### src/rtl/dotproduct_seq.sv
// -----------------------------------------------------------------------------
// dotproduct_seq
//
// Sequential controller for one binarized-neuron evaluation. A neuron's inputs
// and weights are stored as N 6-bit chunks in an external memory. The block
// reads them one per cycle. It forwards each chunk pair to an external
// XNOR/popcount unit, which returns a small signed (sign-magnitude) partial
// score. The block sums these scores on top of a signed bias. It then reports
// the final sum and its sign as the binary activation.
//
// Pipeline seen from the controller:
//   cycle k   : mem_rd_en=1, mem_addr=chunk
//   cycle k+1 : mem_x/mem_w valid, forwarded combinationally on dp_x/dp_w
//   cycle k+2 : dp_y valid, added into the accumulator on the closing edge
//
// Ports
//   sync_clk    in   single clock, rising edge
//   rst         in   asynchronous active-high reset
//   start       in   request an evaluation (sampled only in IDLE)
//   num_chunks  in   chunk count N (clamped to MAXN), sampled with start
//   bias        in   signed accumulator preset, sampled with start
//   mem_rd_en   out  memory read strobe
//   mem_addr    out  chunk index being read
//   mem_x/mem_w in   chunk data, valid the cycle after mem_rd_en
//   dp_x/dp_w   out  operands to the XNOR/popcount unit (= mem_x/mem_w)
//   dp_y        in   unit result, sign-magnitude, valid 1 cycle after dp_x/dp_w
//   busy        out  high whenever the controller is not IDLE
//   done        out  one-cycle result strobe
//   acc_out     out  signed final sum, held until the next done
//   act_out     out  1 when acc_out >= 0, held with acc_out
// -----------------------------------------------------------------------------
module dotproduct_seq #(
  parameter int MAXN = 15  // maximum chunk count per neuron, 1..15
) (
  input  logic       sync_clk,
  input  logic       rst,
  input  logic       start,
  input  logic [3:0] num_chunks,
  input  logic [7:0] bias,
  output logic       mem_rd_en,
  output logic [3:0] mem_addr,
  input  logic [5:0] mem_x,
  input  logic [5:0] mem_w,
  output logic [5:0] dp_x,
  output logic [5:0] dp_w,
  input  logic [3:0] dp_y,
  output logic       busy,
  output logic       done,
  output logic [7:0] acc_out,
  output logic       act_out
);

  localparam logic [3:0] MaxnC = 4'(MAXN);

  typedef enum logic [1:0] {
    IDLE  = 2'd0,
    ISSUE = 2'd1,
    DRAIN = 2'd2,
    DONE  = 2'd3
  } state_t;

  state_t            state_q;
  logic [3:0]        n_q;         // latched (clamped) chunk count
  logic [3:0]        addr_q;
  logic              rd_en_q;
  logic              busy_q;
  logic              done_q;
  logic              drain_q;     // second DRAIN cycle marker
  logic              v1_q;        // memory data valid this cycle
  logic              v2_q;        // dp_y valid this cycle
  logic signed [7:0] acc_q;
  logic signed [7:0] acc_d;
  logic [7:0]        acc_out_q;
  logic              act_q;

  logic [3:0]        n_clamped;
  logic signed [7:0] y_mag;
  logic signed [7:0] y_val;

  // Operands go straight through to the XNOR/popcount unit.
  assign dp_x = mem_x;
  assign dp_w = mem_w;

  // ---------------------------------------------------------------------------
  // Combinational helpers: count clamp, dp_y decode, accumulator next value.
  // ---------------------------------------------------------------------------
  always_comb begin
    // NOTE: every always_comb output gets a default first so no path can
    // leave it unassigned and infer a latch.
    n_clamped = num_chunks;
    y_mag     = '0;
    y_val     = '0;
    acc_d     = acc_q;

    if (num_chunks > MaxnC) n_clamped = MaxnC;

    // Sign-magnitude decode. Negative zero (4'b1000) negates zero and so
    // decodes as 0 without special handling.
    y_mag = {5'b00000, dp_y[2:0]};
    y_val = dp_y[3] ? -y_mag : y_mag;

    // dp_y is only meaningful when the second pipeline stage is valid.
    // The sum cannot overflow: |bias| <= 37 and N*6 <= 90.
    if (v2_q) acc_d = acc_q + y_val;
  end

  // ---------------------------------------------------------------------------
  // Controller, pipeline valids, accumulator and registered outputs.
  // ---------------------------------------------------------------------------
  // NOTE: all state here is updated with non-blocking assignments so every
  // register samples the pre-edge values of the others, exactly like flops.
  always_ff @(posedge sync_clk or posedge rst) begin
    if (rst) begin
      state_q   <= IDLE;
      n_q       <= '0;
      addr_q    <= '0;
      rd_en_q   <= 1'b0;
      busy_q    <= 1'b0;
      done_q    <= 1'b0;
      drain_q   <= 1'b0;
      v1_q      <= 1'b0;
      v2_q      <= 1'b0;
      acc_q     <= '0;
      acc_out_q <= '0;
      act_q     <= 1'b0;
    end else begin
      // The valid pipe follows the read strobe in every state.
      v1_q  <= rd_en_q;
      v2_q  <= v1_q;
      acc_q <= acc_d;

      case (state_q)
        IDLE: begin
          if (start) begin
            n_q    <= n_clamped;
            acc_q  <= bias;
            addr_q <= '0;
            busy_q <= 1'b1;
            if (n_clamped == 4'd0) begin
              // Nothing to read: the result is the bias itself.
              state_q   <= DONE;
              done_q    <= 1'b1;
              acc_out_q <= bias;
              act_q     <= ~bias[7];
            end else begin
              state_q <= ISSUE;
              rd_en_q <= 1'b1;
            end
          end
        end

        ISSUE: begin
          if (addr_q == 4'(n_q - 4'd1)) begin
            state_q <= DRAIN;
            rd_en_q <= 1'b0;
            addr_q  <= '0;
            drain_q <= 1'b0;
          end else begin
            addr_q <= addr_q + 4'd1;
          end
        end

        DRAIN: begin
          if (drain_q) begin
            // The last partial score is added on this same edge, so capture
            // the post-add value rather than acc_q.
            state_q   <= DONE;
            done_q    <= 1'b1;
            acc_out_q <= acc_d;
            act_q     <= ~acc_d[7];
          end else begin
            drain_q <= 1'b1;
          end
        end

        DONE: begin
          // start is deliberately not looked at here.
          state_q <= IDLE;
          done_q  <= 1'b0;
          busy_q  <= 1'b0;
        end

        default: begin
          state_q <= IDLE;
          rd_en_q <= 1'b0;
          busy_q  <= 1'b0;
          done_q  <= 1'b0;
        end
      endcase
    end
  end

  assign mem_rd_en = rd_en_q;
  assign mem_addr  = addr_q;
  assign busy      = busy_q;
  assign done      = done_q;
  assign acc_out   = acc_out_q;
  assign act_out   = act_q;

endmodule

### config.mk
export PLATFORM = sky130hd
export DESIGN_NAME = dotproduct_seq
export DESIGN_NICKNAME = d
export VERILOG_FILES = /design/src/rtl/dotproduct_seq.sv
export SDC_FILE = /design/constraint.sdc
export NUM_CORES = 1
export LEC_CHECK = 0
export BUFFER_PORTS_ARGS = -buffer_cell sky130_fd_sc_hd__buf_2
export CAP_MARGIN = 5
export CORE_MARGIN = 8
export CORE_UTILIZATION = 56
export CTS_CLUSTER_DIAMETER = 200
export DETAILED_ROUTE_END_ITERATION = 10
export GPL_TIMING_DRIVEN = 0
export PLACE_DENSITY = 0.9
export SYNTH_ARGS = -nofsm -noshare
export SYNTH_HDL_FRONTEND = slang
export SYNTH_SLANG_ARGS = --single-unit
### constraint.sdc
create_clock -name sync_clk -period 5.9 [get_ports sync_clk]
set_input_delay 0.295 -clock sync_clk [delete_from_list [all_inputs] [get_ports sync_clk]]
set_output_delay 0.295 -clock sync_clk [all_outputs]
set_load 0.05 [all_outputs]
# Word level (Yosys, flattened, before mapping)

Cells that the tools add are included.

Add/subtract/negate cells: 4
Muxes and demuxes: 32
Equality and inequality tests: 9
Magnitude comparators: 1
Bitwise logic cells: 2
Reduce and logical (&&, ||, !) cells: 15

Operators with widths:

| kind                  | number |
|---|---|
| $mux W8               | 7 |
| $pmux W8 S2           | 1 |
| $mux W4               | 3 |
| $reduce_and A4 Y1     | 3 |
| $mux W1               | 10 |
| $ne A2 B2 Y1 const B  | 5 |
| $add A8 B8 Y8         | 1 |
| $mux W2               | 4 |
| $neg A3 Y8            | 1 |
| $pmux W1 S2           | 4 |
| $pmux W2 S4           | 1 |
| $pmux W4 S2           | 1 |
| $reduce_and A2 Y1     | 4 |
| $reduce_bool A2 Y1    | 4 |
| $add A4 B1 Y4 const B | 1 |
| $eq A2 B2 Y1 const B  | 2 |
| $eq A4 B4 Y1          | 1 |
| $gt A4 B4 Y1 const B  | 1 |
| $logic_not A4 Y1      | 1 |
| $sub A4 B1 Y4 const B | 1 |
| $pmux W1 S3           | 1 |
| $reduce_and A3 Y1     | 1 |
| $reduce_bool A3 Y1    | 1 |
| $eq A2 B1 Y1 const B  | 1 |
| other kinds (2)       | 3 |

Bits in registers: 33
Logic and storage cells: 75
Input port bits: 31

# Longest topological paths before layout

Depth after elaboration: 7
Mapped depth: 12
Mapped depth without buffers: 12

# Worst setup path before layout

Ideal clock, no wire load.

Path type: input port to flip-flop
From: in dp_y[0]
To: reg acc_q[7]
Buffers on the path: 0
Arrival: 2.266 ns
Required time: 5.775 ns
Setup slack: 3.509 ns
Library setup time: 0.125 ns
Stages: 12
Cell sequence: inv_1 ha_1 ha_1 nand2_1 o21ai_0 ha_1 a21oi_2 a211oi_1 or3_1 nand3_2 xnor2_1 mux2_4

Cells in the longest elaborated chain, start to end: 6

RTL lines:

| item                 | RTL line | source |
|---|---|---|
| start, declared      | 46       | `input logic [3:0] dp_y,` |
| $neg A3 Y8           | 100      | `y_val = dp_y[3] ? -y_mag : y_mag;` |
| $mux W8 *            | 100      |  |
| $add A8 B8 Y8 *      | 104      | `if (v2_q) acc_d = acc_q + y_val;` |
| $mux W8 *            | 104      |  |
| $mux W8              | 134      | `if (start) begin` |
| $mux W8 *            | 132      | `case (state_q)` |
| end signal, assigned | 136      | `acc_q <= bias;` |
| end, declared        | 71       | `logic signed [7:0] acc_q;` |

Mark *: on every way between the ends. The rest lies on a longest branch, timed or not.
A chain may end at the register's enable or synchronous reset.

# Worst setup path in the final report

Ends and elaborated chain as after synthesis.

==> run metrics <==
Initial Util between 50% and 60%; crit-path most repeated cell ha_1; Hold WC Path Type input pin to flip-flop; RSZ-0062 raised after global routing no; LEAKAGE 1.29 nW; VDD IR-drop max approximately 0.26 mV; largest net degree at the start of global routing 34; vias per cell around 5.5; number of cells after detailed placement 321; Max transition margin approximately two thirds; Final Skew 2.32 ps; clk root buf clkbuf_8; height of the die around 78 microns; Synth top area share between 30% and 40%; Worst setup SP type input pin; number of fill cells around 290; Setup CP Type input pin to flip-flop; CTS tree built; pre-CTS WS approximately 3200 ps; fraction of layout cells with a size suffix above 1 between 30% and 40%; Tmin final approximately 2500 ps; Critical Path Slowest Stage Cell or3_1; worst path required time between 6000 and 7000 ps; DR WL/cell around 15 microns; pwr dens between 500 and 600 mW/mm^2; commonest non-fill, non-tap cell in the layout buf_2; total gr overflow 0; Iteration-0 DRC Markers 83; Warnings, synthesis 0; clk buf depth 2; Hold Fails Final Rpt 0; final setup fails 0; Post-Synthesis Cells 227; global-route wire length before repair ~8300 microns; sequential fraction of the synthesis area approximately 39%; # IOs 59; total negative slack 0 ps; total CTS buffers 5; final net count 330; status completed; Buf+Inv Stages, Crit Path 2; Async S/R FF share, synth 100%; Area Growth Syn to Fin 20.1%; Post-synth EDFFs 0; Sinks on Clock Net 33; crit-path leading delay family adder cells; main flop type after synthesis dfrtp_1; area leader, netlist dfrtp_1; Final Cycle Share roughly 42%; gpl congestion around 0.83; cell chain of the critical path buf_2 > inv_1 > ha_1 > ha_1 > nand2_1 > o21ai_0 > ha_1 > a21oi_2 > a211oi_1 > or3_1 > nand3_2 > xnor2_1 > mux2_4; syn_nets about 280; gr usage total around 17%; WP data arrival 2650 ps; Util after Layout ~70%; design area 0.00257 sq mm; storage element area ~830 sq um; kind of end point of the critical path flip-flop; final cell count without fillers roughly 330; antenna viol nets, final 0; critical path fanouts, max 3; H-tree depth 2; Power Total roughly 1.5 mW; hold_ws ~280 ps; flops & latches, synth 33; DP HPWL about 3900 microns; cell area after placement about 0.0024 sq mm; initial antenna violation count 0; total die area 0.00605 sq mm; # DRC 0; total routed wirelength slightly below 5000 microns; port bufs 46; f_max just over 0.4 GHz; Slew Limit Fails 0; DRT Pass-1 Iters 4; Reg clk slew, reported paths roughly 70 ps; Via Count around 1.8k; clk_lat worst skew 280 ps; synthesized area 0.00214 sq mm; most frequent cells in the layout buf_2, dfrtp_1, a21oi_1, nand2_1, o21ai_0; Worst Slack Setup Final ~3400 ps; Worst Tran Pin Value about 480 ps; Core Region ~0.0037 sq mm; max incr delay on CP around 400 ps; max_cap viols 0; Die W ~78 microns; Multi-input gate area 0.00113 sq mm; diodes inserted 0; Unique masters post-synth 42; ranking of synthesized cells by area dfrtp_1, ha_1, a21oi_1, mux2_2, buf_4; vias in the first global route 1855; FP Rows 22; Mean Syn Cell Area roughly 9.4 sq um
## layout make-up
cell class              count  share of cell area (%)
plain buffers              19                    4.87
clock buffers               7                    3.75
clock inverters             1                   0.195
inverters                  15                    2.19
multi-input cells         160                    44.1
flip-flops and latches     33                    32.2
well taps                  48                    2.34
repair buffers             48                    10.4
## per-layer routing
| layer | vias up | share of wire (%) | track usage [%] |
|---|---|---|---|
| li1 | 882 | - | - |
| met1 | 886 | 40 | 18.2 |
| met2 | 57 | 50 | 28.6 |
| met3 | 10 | 7.6 | 5.07 |
| met4 | 0 | 2.0 | 8.49 |
| met5 | - | 0 | 0 |
## repair_timing
action,in CTS,in global routing
endpoints found under the hold margin,0,8
hold buffers,0,1
setup buffers,0,0
resized for setup,0,0
## worst paths after layout
| kind | cells after the start | from | endpoint | slack, ps |
|---|---|---|---|---|
| setup / recovery | 13 | dp_y[0] | acc_q[7] | 3420 |
| hold / removal | 3 | bias[1] | acc_q[1] | 280 |
| setup reg to reg | 8 | acc_q[0] | acc_out[4] | 3680 |
| hold reg to reg | 0 | v1_q | v2_q | 350 |
| max in group asynchronous | 4 | rst | acc_out[0] | 5010 |
| min in group asynchronous | 3 | rst | n_q[0] | 490 |
## Yosys cell counts, drive strengths merged, types with 2 or more instances
master  count
a21boi      2
a21oi      24
a22oi       3
a31oi       2
buf        17
clkbuf      2
dfrtp      33
ha         16
inv        15
mux2       11
mux2i       8
nand2      21
nand2b      2
nand3       4
nor2       15
nor2b       3
nor3        3
o21ai      18
xnor2       7
xor2        5
## report_power, final
group / internal, mW / switching [mW]
Clock: 0.105 / 0.0792
Sequential: 0.333 / 0.0739
Combinational: 0.333 / 0.549
## state kept, by name, summed over array words and instances, names as in the netlist
signal / cells
act_out: 1
drain_q: 1
n_q: 4
v2_q: 1
done: 1
busy: 1
state_q: 2
mem_rd_en: 1
mem_addr: 4
acc_q: 8
acc_out: 8
v1_q: 1
## kinds of logic after synthesis
family | count (synthesis) | share of synthesized area, %
AO/OA/AOI/OAI | 59 | 16.3
XOR/XNOR | 12 | 4.92
adder cells (fa/ha/maj) | 17 | 10.3
buffers and inverters | 34 | 8.48
flip-flops | 33 | 38.6
multiplexers | 19 | 9.71
AND/OR/NAND/NOR | 53 | 11.6
## worst reg2reg max path: cells and delay by family (launching register included)
family          cells  cell delay (ps)
compound gates      3              420
xor+xnor            1              140
mux                 2              540
flops               1              380
fa+ha+maj           2              640
(Power assumes the default switching activity.)
